`src/rtl/agc_pkg.sv`:
```
// Shared constants, FSM/direction encodings and the 12-bit saturation helper
// used by the AGC gain controller and its datapath.
package agc_pkg;

    localparam int GAIN_FRAC = 5;
    localparam int MID_CODE  = 2048;

    typedef enum logic [1:0] {
        ST_IDLE   = 2'd0,
        ST_EVAL   = 2'd1,
        ST_UPDATE = 2'd2,
        ST_HOLD   = 2'd3
    } agc_state_e;

    typedef enum logic [1:0] {
        DIR_NONE = 2'd0,
        DIR_UP   = 2'd1,
        DIR_DOWN = 2'd2
    } agc_dir_e;

    function automatic logic signed [11:0] sat12(input logic signed [20:0] v);
        logic signed [11:0] r;
        if (v > 21'sd2047)
            r = 12'sh7FF;
        else if (v < -21'sd2048)
            r = 12'sh800;
        else
            r = v[11:0];
        return r;
    endfunction

endpackage

```
`src/rtl/agc_gain_apply.sv`:
```
// Three-stage gain datapath: recentre the offset-binary sample, multiply by the
// Q3.5 gain latched alongside it, then shift, saturate and restore the offset.
module agc_gain_apply
    import agc_pkg::*;
(
    input  logic        clk_sample,
    input  logic        rst,
    input  logic [11:0] ADin,
    input  logic [7:0]  gain,
    output logic [11:0] DAout
);

    logic signed [12:0] c_d, c_q;
    logic        [7:0]  g_d, g_q;
    logic signed [20:0] p_d, p_q;
    logic        [11:0] da_d, da_q;
    logic signed [20:0] c_ext, g_ext;
    logic signed [11:0] y;

    // NOTE: every variable written here gets a value on every path, so no latch is inferred.
    always_comb begin
        c_d   = $signed({1'b0, ADin}) - $signed(13'(MID_CODE));
        g_d   = gain;
        c_ext = $signed({{8{c_q[12]}}, c_q});
        g_ext = $signed({13'b0, g_q});
        p_d   = c_ext * g_ext;
        y     = sat12(p_q >>> GAIN_FRAC);
        da_d  = $unsigned(y) + 12'(MID_CODE);
    end

    // NOTE: state registers use non-blocking assignments so all stages update from pre-edge values.
    always_ff @(posedge clk_sample) begin
        if (rst) begin
            c_q  <= '0;
            g_q  <= '0;
            p_q  <= '0;
            da_q <= 12'(MID_CODE);
        end else begin
            c_q  <= c_d;
            g_q  <= g_d;
            p_q  <= p_d;
            da_q <= da_d;
        end
    end

    assign DAout = da_q;

endmodule

```
`src/rtl/agc_gain_ctrl.sv`:
```
// AGC loop closer: evaluates each windowed RMS against a target band, steps the
// gain with attack/release/hold rules and drives the gained sample stream.
module agc_gain_ctrl
    import agc_pkg::*;
#(
    parameter int TARGET       = 1024,
    parameter int HYST         = 64,
    parameter int GAIN_INIT    = 32,
    parameter int GAIN_MIN     = 4,
    parameter int GAIN_MAX     = 255,
    parameter int ATTACK_STEP  = 4,
    parameter int RELEASE_STEP = 1,
    parameter int HOLD_WIN     = 4
) (
    input  logic        clk_sample,
    input  logic        rst,
    input  logic [11:0] ADin,
    input  logic [11:0] RMS,
    input  logic        found,
    output logic [11:0] DAout,
    output logic [7:0]  gain,
    output logic        gain_upd,
    output logic [1:0]  state_dbg
);

    localparam logic [12:0] RMS_HI = 13'(TARGET + HYST);
    localparam logic [12:0] RMS_LO = 13'(TARGET - HYST);

    agc_state_e       state_d, state_q;
    agc_dir_e         dir_d, dir_q;
    logic [11:0]      rms_d, rms_q;
    logic [2:0]       hold_d, hold_q;
    logic [7:0]       gain_d, gain_q;
    logic             upd_d, upd_q;
    logic [12:0]      rms_ext;
    logic signed [9:0] gain_ext, gain_sum;
    logic [7:0]       gain_nxt;

    // Clamp in 10-bit signed so stepping below 0 or above 255 cannot wrap.
    always_comb begin
        gain_ext = $signed({2'b00, gain_q});
        unique case (dir_q)
            DIR_DOWN: gain_sum = gain_ext - 10'(ATTACK_STEP);
            DIR_UP:   gain_sum = gain_ext + 10'(RELEASE_STEP);
            default:  gain_sum = gain_ext;
        endcase
        if (gain_sum < 10'(GAIN_MIN))
            gain_nxt = 8'(GAIN_MIN);
        else if (gain_sum > 10'(GAIN_MAX))
            gain_nxt = 8'(GAIN_MAX);
        else
            gain_nxt = gain_sum[7:0];
    end

    always_comb begin
        state_d = state_q;
        dir_d   = dir_q;
        rms_d   = rms_q;
        hold_d  = hold_q;
        gain_d  = gain_q;
        upd_d   = 1'b0;
        rms_ext = {1'b0, rms_q};
        unique case (state_q)
            ST_IDLE: begin
                if (found) begin
                    rms_d   = RMS;
                    state_d = ST_EVAL;
                end
            end
            ST_HOLD: begin
                if (found) begin
                    rms_d   = RMS;
                    hold_d  = (hold_q != 3'd0) ? hold_q - 3'd1 : 3'd0;
                    state_d = ST_EVAL;
                end
            end
            ST_EVAL: begin
                if (rms_ext > RMS_HI)
                    dir_d = DIR_DOWN;
                else if (rms_ext < RMS_LO && hold_q == 3'd0)
                    dir_d = DIR_UP;
                else
                    dir_d = DIR_NONE;
                state_d = ST_UPDATE;
            end
            ST_UPDATE: begin
                gain_d = gain_nxt;
                upd_d  = (gain_nxt != gain_q);
                if (dir_q == DIR_DOWN) begin
                    hold_d  = 3'(HOLD_WIN);
                    state_d = ST_HOLD;
                end else begin
                    state_d = (hold_q != 3'd0) ? ST_HOLD : ST_IDLE;
                end
            end
            default: state_d = ST_IDLE;
        endcase
    end

    always_ff @(posedge clk_sample) begin
        if (rst) begin
            state_q <= ST_IDLE;
            dir_q   <= DIR_NONE;
            rms_q   <= '0;
            hold_q  <= '0;
            gain_q  <= 8'(GAIN_INIT);
            upd_q   <= 1'b0;
        end else begin
            state_q <= state_d;
            dir_q   <= dir_d;
            rms_q   <= rms_d;
            hold_q  <= hold_d;
            gain_q  <= gain_d;
            upd_q   <= upd_d;
        end
    end

    agc_gain_apply u_apply (
        .clk_sample (clk_sample),
        .rst        (rst),
        .ADin       (ADin),
        .gain       (gain_q),
        .DAout      (DAout)
    );

    assign gain      = gain_q;
    assign gain_upd  = upd_q;
    assign state_dbg = state_q;

endmodule

```
`config.mk`:
```
export PLATFORM = sky130hd
export DESIGN_NAME = agc_gain_ctrl
export DESIGN_NICKNAME = d
export VERILOG_FILES = /design/src/rtl/agc_pkg.sv /design/src/rtl/agc_gain_apply.sv /design/src/rtl/agc_gain_ctrl.sv
export SDC_FILE = /design/constraint.sdc
export NUM_CORES = 1
export LEC_CHECK = 0
export CAP_MARGIN = 40
export CORE_ASPECT_RATIO = 1.2
export CORE_MARGIN = 2
export CORE_UTILIZATION = 35
export DETAILED_ROUTE_END_ITERATION = 7
export GPL_TIMING_DRIVEN = 0
export PLACE_DENSITY = 0.55
export SLEW_MARGIN = 10
export SYNTH_ARGS = -nofsm -noshare
export SYNTH_HDL_FRONTEND = slang
export SYNTH_HIERARCHICAL = 1
export SYNTH_SLANG_ARGS = --single-unit
```
`constraint.sdc`:
```
create_clock -name clk_sample -period 4.66 [get_ports clk_sample]
set_input_delay 0.699 -clock clk_sample [delete_from_list [all_inputs] [get_ports clk_sample]]
set_output_delay 0.699 -clock clk_sample [all_outputs]
set_load 0.005 [all_outputs]
```
## Word level (Yosys, flattened, before mapping)

Cells that the tools add are included.

| storage, ports and cells | value |
|---|---|
| register bits after elaboration | 82 |
| output and inout bits | 23 |
| logic and storage cells | 56 |

| operators by class | value |
|---|---|
| add/subtract/negate cells | 5 |
| multipliers | 1 |
| magnitude comparators | 6 |
| equal/unequal tests | 9 |
| mux-type cells | 15 |
| bitwise gates (word level) | 1 |
| reductions and logical operators | 9 |

Operator list:

| operator | count |
|---|---|
| 12-bit 2-to-1 mux | 2 |
| 13-bit by 9-bit multiplier with 21-bit output | 1 |
| 10-bit case mux with 2 select lines | 1 |
| 16-bit by 12-bit > comparator with 1-bit output (second input constant) | 1 |
| 16-bit by 12-bit less-than comparator with 1-bit output (second input constant) | 1 |
| 8-bit 2-to-1 mux | 2 |
| 12-bit by 12-bit subtractor with 13-bit output (second input constant) | 1 |
| 12-bit adder (second input constant) | 1 |
| 12-bit by 11-bit > comparator with 1-bit output (second input constant) | 1 |
| 12-bit by 10-bit less-than comparator with 1-bit output (second input constant) | 1 |
| 10-bit by 9-bit > comparator with 1-bit output (second input constant) | 1 |
| 10-bit by 4-bit less-than comparator with 1-bit output (second input constant) | 1 |
| 8-bit by 1-bit adder with 9-bit output (second input constant) | 1 |
| 3-bit 2-to-1 mux | 3 |
| 8-bit by 3-bit subtractor with 9-bit output (second input constant) | 1 |
| 2-bit 2-to-1 mux | 4 |
| 8-bit inequality test | 1 |
| 2-bit equality test (second input constant) | 3 |
| 2-bit case mux with 3 select lines | 1 |
| 3-bit case mux with 2 select lines | 1 |
| 2-bit by 1-bit equality test with 1-bit output (second input constant) | 2 |
| 2-bit inequality test (second input constant) | 2 |
| 2-bit OR reduction | 2 |
| 3-bit logical NOT | 1 |
| other kinds (10) | 10 |

## Logic depth before layout (Yosys ltp)

Gate-level depths: netlist of the first run.

| logic depth | value |
|---|---|
| word-level depth | 6 |
| mapped depth | 19 |
| depth with buffers taken out | 17 |

## By module

The synthesis of the first run kept the hierarchy.

By module, submodules not included:

| module | instances | cells an instance | area each (sq um) | sequential area each (sq um) |
|---|---|---|---|---|
| agc_gain_apply | 1 | 547 | 5002.3 | 960.9 |
| agc_gain_ctrl | 1 | 267 | 2107.0 | 560.5 |

## Worst setup path before layout of the first run

OpenSTA, ideal clock, no wires.

| timing | value |
|---|---|
| kind | reg2reg |
| from | register u_apply.g_q[1] |
| to | register u_apply.p_q[20] |
| arrival time | 4588 ps |
| data required time | 4538 ps |
| path slack | -50 ps |
| stages on the path, launching flop included | 16 |
| buffers on the path | 2 |
| clock period less this slack | 4710 ps |
| cells stage by stage | dfxtp_1 -> clkbuf_1 -> and2_1 -> fa_1 -> fa_1 -> inv_1 -> fa_1 -> fa_1 -> inv_1 -> ha_1 -> clkbuf_1 -> a21oi_1 -> o21ai_0 -> a221oi_2 -> nor3b_1 -> a311o_1 |

| on the way | value |
|---|---|
| cells in the longest elaborated chain, start to end | 1 |

RTL lines:

| item | line | RTL |
|---|---|---|
| from (decl) | agc_gain_apply.sv:14 | `logic [7:0] g_d, g_q;` |
| from (signal assigned) | agc_gain_apply.sv:40 | `g_q <= g_d;` |
| 13-bit by 9-bit multiplier with 21-bit output | agc_gain_apply.sv:26 | `p_d = c_ext * g_ext;` |
| to (signal assigned) | agc_gain_apply.sv:41 | `p_q <= p_d;` |
| to (decl) | agc_gain_apply.sv:15 | `logic signed [20:0] p_d, p_q;` |

No other way between the ends.
A chain may end at the register's enable or synchronous reset.

## Final worst setup path of the first run

| timing | value |
|---|---|
| from | register u_apply.g_q[2] |
| to | register u_apply.p_q[20] |

The elaborated chain is that of the path after synthesis.

==> reports/qor.csv, run 1 <==
metric;value;unit
design_area;8500;µm²
finalNetCount;1035;
firstDrtPassIters;5;
grt_overflow;0;
netlist_area;7110;µm²
final.setup_skew;0.0100;ns
cts_buffer_depth;2;
worstMarginPinSlew;0.915;ns
rows;57;
cts_buffers;9;
core-area;20100;µm²
chipHeight;160;µm
cts_tree;done;
max_freq;222;MHz
hp-class;reg2reg;
vias;5732;
n_antenna_cell;0;
start_kind;flip-flop;
grt_pass1_vias;5899;
num-fill-cells;2066;
path_clk_slew;0.06;ns
slew_violations;0;
cp_max_fo;10;
drive_above_1_share;13.3;%
min_period;4.51;ns
synthTopCellsByArea;fa_1 22%, dfxtp_1 21%, ha_1 8.4%;
endpoint_kind;flip-flop;
finalSetupViolCount;0;
synth_seq_area_share;21.4;%
grt_use_total;17.3;%
synth_top_area_cell;fa_1;
synth_top_area_share;22.0;%
insertion_delay;0.35;ns
ant_nets;0;
syn_nets;967;
cts_root_buf;clkbuf_16;
ys_types;87;
area_delta_synth_final;19.6;%
yosysWarnings;6;
fin_util;42.3;%
worstPathCellList;clkbuf_8 > and2_4 > fa_2 > inv_2 > fa_1 > inv_1 > fa_1 > inv_1 > fa_1 > inv_1 > ha_4 > a21o_1 > a21oi_2 > o21ai_2 > a221oi_2 > nor3b_1 > a311o_1;
setup_slack;0.148;ns
gp_congestion;0.883;
viasPerCell;4.98;
dp.cells;1128;
cp_top_family;adder cells;
synth_most_common_cell;inv_1;
grt_antenna_before_repair;0;
peakVddDrop;0.262;mV
wl;17700;µm
synthArstFlopShare;0;%
cts.sinks;76;
worst_hold_slack;0.441;ns
cellLeakagePower;3.75;nW
synth_flop_cell;dfxtp_1;
powerDensity;302;nW/µm²
fp.dieW;134;µm
hold_buffers;0;
hold_violations;0;
place_ws;-0.625;ns
dieArea;21500;µm²
stdcell_count;1152;
place_area;7940;µm²
max-slew-margin-rel;38.5;%
ys_ff_latch;76;
synthTopCellsByCount;132 x inv_1, 96 x nand2_1, 78 x fa_1;
totalPowerFinal;2.56;mW
netlist_instances;814;
io_pins;50;
critical_path_arrival;4.74;ns
worst_ep_required_time;4.88;ns
drv_cap;0;
grt_max_degree;17;
synth_edf_count;0;
port_buffers;49;
syn_area_per_cell;8.73;µm²
fin_crit_sh;96.8;%
max_stage_delay;0.60;ns
status;complete, no violations;
path_class;reg2reg;
grt_pass1_wl;29400;µm
setup_tns;0;ns
drt-initial-drc-count;237;
cp_slowest_cell;fa_2;
wire_per_inst;15.4;µm
dp_hpwl;13600;µm
htreeDepth;3;
grt_setup_unrepaired;true;
drc;0;
critPathBufInv;5;
start_util;35.3;%
[cell type report]
class | instances | area (µm²) | share of cell area, %
Multi-Input combinational cell | 568 | 5030 | 59.2
Sequential cell | 76 | 1550 | 18.2
Timing Repair Buffer | 59 | 566 | 6.65
Inverter | 134 | 503 | 5.92
Tap cell | 265 | 332 | 3.90
Buffer | 34 | 238 | 2.80
Clock buffer | 9 | 225 | 2.65
Clock inverter | 7 | 63.8 | 0.751
[layout by cell type (no fill, tap or decap), types with 5 or more instances in the layout]
| cell type | Yosys | layout |
|---|---|---|
| inv_1 | 132 | 129 |
| nand2_1 | 96 | 94 |
| fa_1 | 78 | 74 |
| dfxtp_1 | 76 | 63 |
| clkdlybuf4s50_1 | 0 | 49 |
| and2_1 | 47 | 45 |
| ha_1 | 48 | 41 |
| a21oi_1 | 43 | 40 |
| nor2_1 | 33 | 33 |
| nor2b_1 | 23 | 23 |
| o21a_1 | 17 | 17 |
| nor3_1 | 18 | 17 |
| buf_4 | 3 | 13 |
| clkbuf_1 | 21 | 11 |
| nand3_1 | 11 | 11 |
| o21ai_0 | 12 | 11 |
| dfxtp_2 | 0 | 10 |
| nand4_1 | 9 | 9 |
| clkbuf_16 | 0 | 9 |
| xnor2_1 | 9 | 9 |
| nand2b_1 | 8 | 8 |
| a21o_1 | 7 | 7 |
| buf_2 | 6 | 6 |
| o21ai_1 | 7 | 6 |
| o211ai_1 | 5 | 5 |
| buf_8 | 0 | 5 |
| a21oi_2 | 3 | 5 |
| ha_2 | 0 | 5 |
[state kept, by name, indices dropped and copies added, names as in the netlist]
signal and count:
u_apply/DAout 12, u_apply/g_q 8, dir_q 2, rms_q 12, u_apply/p_q 16, gain_upd 1, hold_q 3, gain 8
state_dbg 2, u_apply/c_q 12
[power breakdown]
part           total (mW)  leakage, nW  switching, mW  internal (mW)
clock network       0.698        0.143          0.324          0.374
logic                1.05         2.98          0.605          0.449
registers           0.813        0.628         0.0700          0.743
total                2.56         3.75          0.998           1.57
[timing repair]
item | in CTS | in global routing
setup endpoints to repair | 10 | 8
setup buffers | 3 | 7
pin swaps | 4 | 13
gates resized for setup | 38 | 31
[kinds of logic after synthesis]
group	synth area share, %
and+or+nand+nor	20.8
buffers and inverters	9.56
AOI/OAI and AO/OA	15.4
adders and majority gates	30.4
DFF	21.4
xor gates and xnor gates	1.83
muxes	0.598
[per-layer routing]
metal / track usage [%] / part of all wire, %
met1: 20.9 / 42
met2: 31.4 / 52
met3: 2.67 / 3.3
met4: 5.36 / 2.3
met5: 0 / 0
[worst paths after layout]
| check | start | to | slack [ns] | depth (start not counted) |
|---|---|---|---|---|
| hold / removal | u_apply/p_q[20]$_SDFF_PP0_ | u_apply/DAout[11]$_SDFF_PP1_ | 0.44 | 1 |
| setup reg to reg | u_apply/g_q[2]$_SDFF_PP0_ | u_apply/p_q[20]$_SDFF_PP0_ | 0.15 | 17 |
| hold reg to reg | u_apply/p_q[20]$_SDFF_PP0_ | u_apply/DAout[11]$_SDFF_PP1_ | 0.44 | 1 |
| setup / recovery | u_apply/g_q[2]$_SDFF_PP0_ | u_apply/p_q[20]$_SDFF_PP0_ | 0.15 | 17 |
No activity file was read; power rests on OpenSTA's default activity.
==> run 2: changes to the inputs <==
Settings changed: CORE_ASPECT_RATIO 1.2 to 0.75.
==> run 2 against run 1 <==
  * Final cell count down 0.52%
  * Non-clock buffer count increased by 1
  * First-iteration DRC count increased by 30%
  * Worst setup slack improved by 0.0069 ns
  * Count of clock-buffer cells in the layout did not move
  * Sequential cell count is the same
  * Critical path depth stayed put
  * Clock skew shrank 0.00099 ns
  * Worst hold slack lost 0.018 ns
  * Total power down 0.14%
  * Highest routed layer unchanged
==> reports/qor.csv, run 2 (synthesis results as in run 1) <==
metric;value;unit;change
firstDrtPassIters;4;;-1
grt_pass1_vias;5830;;-1.2%
drc;0;;unchanged
min_from;u_apply/p_q[20]$_SDFF_PP0_;;
place_ws;-0.607;ns;+0.0175 ns
grt_pass1_wl;30300;µm;+3.2%
dieArea;21500;µm²;about the same
num-fill-cells;2006;;-2.9%
final.setup_skew;0.00904;ns;-0.000994 ns
max_freq;222;MHz;+0.15%
hold_violations;0;;unchanged
insertion_delay;0.35;ns;about the same
cts_buffer_depth;2;;unchanged
grt_use_total;17.9;%;+0.59 points
path_class;reg2reg;;
largest_register;u_apply/p_q;;
finalSetupViolCount;0;;unchanged
htreeDepth;3;;unchanged
area_delta_synth_final;19.7;%;
cts_tree;done;;
vias;5692;;-0.70%
hp-class;reg2reg;;
drive_above_1_share;13.4;%;+0.098 points
r2r-start;u_apply/g_q[2]$_SDFF_PP0_;;
cts_root_buf;clkbuf_16;;
regArea;1550;µm²;unchanged
stdcell_count;1146;;-0.52%
powerDensity;301;nW/µm²;-0.26%
worst_ep_required_time;4.87;ns;about the same
dp.cells;1121;;-0.62%
final_cell_mix;127 x inv_1, 93 x nand2_1, 74 x fa_1;;
fp.dieW;169;µm;+26%
min_period;4.51;ns;-0.00695 ns
crit_path_start;u_apply/g_q[2]$_SDFF_PP0_;;
setup_tns;0;ns;unchanged
status;complete, no violations;;
gp_congestion;0.888;;+0.53%
core-area;20100;µm²;about the same
grt_max_degree;16;;-1
cts_buffers;9;;unchanged
drv_cap;0;;unchanged
cellLeakagePower;3.74;nW;-0.19%
largest_reg_flops;16;;unchanged
cts.sinks;76;;unchanged
fin_crit_sh;96.7;%;-0.15 points
wl;18000;µm;+1.5%
grt_overflow;0;;unchanged
cp_max_fo;10;;unchanged
max-slew-margin-rel;38.2;%;-0.34 points
ant_nets;0;;unchanged
min_path_cells;1;;unchanged
multi_input_area;5060;µm²;+0.55%
worst_hold_slack;0.424;ns;-0.0178 ns
wire_per_inst;15.7;µm;+2.0%
final_common_cell;inv_1;;
critical_path_arrival;4.72;ns;-0.02 ns
r2r.worst_path.cells;17;;unchanged
r2r-end;u_apply/p_q[18]$_SDFF_PP0_;;
chipHeight;127;µm;-20%
start_kind;flip-flop;;
dp_hpwl;13900;µm;+2.2%
grt_antenna_before_repair;0;;unchanged
slew_violations;0;;unchanged
viasPerCell;4.97;;-0.18%
port_buffers;49;;unchanged
worstMarginPinSlew;0.920;ns;+0.00501 ns
holdPathEnd;u_apply/DAout[11]$_SDFF_PP1_;;
peakVddDrop;0.198;mV;-24%
io_pins;50;;unchanged
drt-initial-drc-count;308;;+30%
path_clk_slew;0.07;ns;about the same
setup_slack;0.155;ns;+0.00695 ns
endpoint_kind;flip-flop;;
finalNetCount;1036;;+0.097%
rows;45;;-21%
r2r_slack;0.15;ns;about the same
n_antenna_cell;0;;unchanged
start_util;35.4;%;about the same
==> run 2: cell types whose count changed in the layout (fill, tap and decap cells not counted), moves of 2 or more <==
cell / before / now
ha_4: 2 / 4
clkinvlp_4: 0 / 3
buf_4: 13 / 15
inv_1: 129 / 127
inv_2: 4 / 6
buf_8: 5 / 2
ha_2: 5 / 3
clkbuf_8: 1 / 3
dfxtp_1: 63 / 65
dfxtp_2: 10 / 7
==> run 2: metal layers <==
metal  GRT usage, %  part of all wire [%]  wire (µm)
met4           3.96                   1.1        203
met1           24.7                    48       8660
met5              0                     0          0
met3           4.00                   5.2        926
met2           28.8                    46       8170
==> run 2: power breakdown <==
part | switching [mW] | internal, mW | total [mW] | leakage [nW]
Sequential | 0.0707 | 0.743 | 0.813 | 0.628
Clock | 0.318 | 0.367 | 0.686 | 0.129
Combinational | 0.613 | 0.449 | 1.06 | 2.99
Total | 1.00 | 1.56 | 2.56 | 3.74
==> run 2: final cells by class <==
| type | count | area share (%) |
|---|---|---|
| buffer | 33 | 2.59 |
| clock buffer | 9 | 2.65 |
| clock inverter | 7 | 0.676 |
| inverter | 134 | 5.91 |
| multi-input combinational | 568 | 59.4 |
| sequential | 76 | 18.2 |
| tap | 258 | 3.79 |
| timing repair buffer | 61 | 6.82 |
==> run 2: worst max-delay path by stage <==
stage / endpoint / slack, ns / cells after the start
CTS: u_apply/p_q[20]$_SDFF_PP0_ / 0.007 / 15
global route: u_apply/p_q[18]$_SDFF_PP0_ / -0.02 / 17
finish: u_apply/p_q[18]$_SDFF_PP0_ / 0.15 / 17
detailed placement: u_apply/p_q[20]$_SDFF_PP0_ / -0.61 / 15
global placement: u_apply/p_q[20]$_SDFF_PP0_ / -0.60 / 15
floorplan: u_apply/p_q[20]$_SDFF_PP0_ / 0.05 / 17
==> run 2: timing repair <==
item | 4_1_cts | 5_1_grt
endpoints found under the setup margin | 11 | 8
hold buffers | 0 | 0
buffers inserted | 8 | 4
gates resized for setup | 44 | 26
pin swaps | 7 | 12
==> run 2: metrics by stage <==
step / instance area (µm²) / utilization, % / power [mW]
final: 8510 / 42.3 / 2.56
after global routing: 8510 / 42.3 / 2.74
after CTS: 8400 / 41.8 / 2.57
after detailed placement: 7930 / 39.4 / 1.85
after global placement: 7930 / 39.4 / 1.86
after floorplan: 7110 / - / 1.53
==> run 2: worst max-delay path, stage by stage, from the launching register on <==
cell and delay (ns):
dfxtp_4 0.36, buf_8 0.14, and2_1 0.15, fa_2 0.59
inv_2 0.07, fa_1 0.54, inv_1 0.05, fa_1 0.49
inv_2 0.06, fa_1 0.53, inv_1 0.04, ha_2 0.37
nand4_1 0.15, buf_4 0.17, nor3_1 0.27, o32ai_2 0.14
xor2_1 0.18, nor2_1 0.05
==> run 3: changes to the inputs <==
Settings changed: CAP_MARGIN 40 to 20.
==> results of run 3 <==
No change in the layout: final DEF, timing and power equal those of run 2.
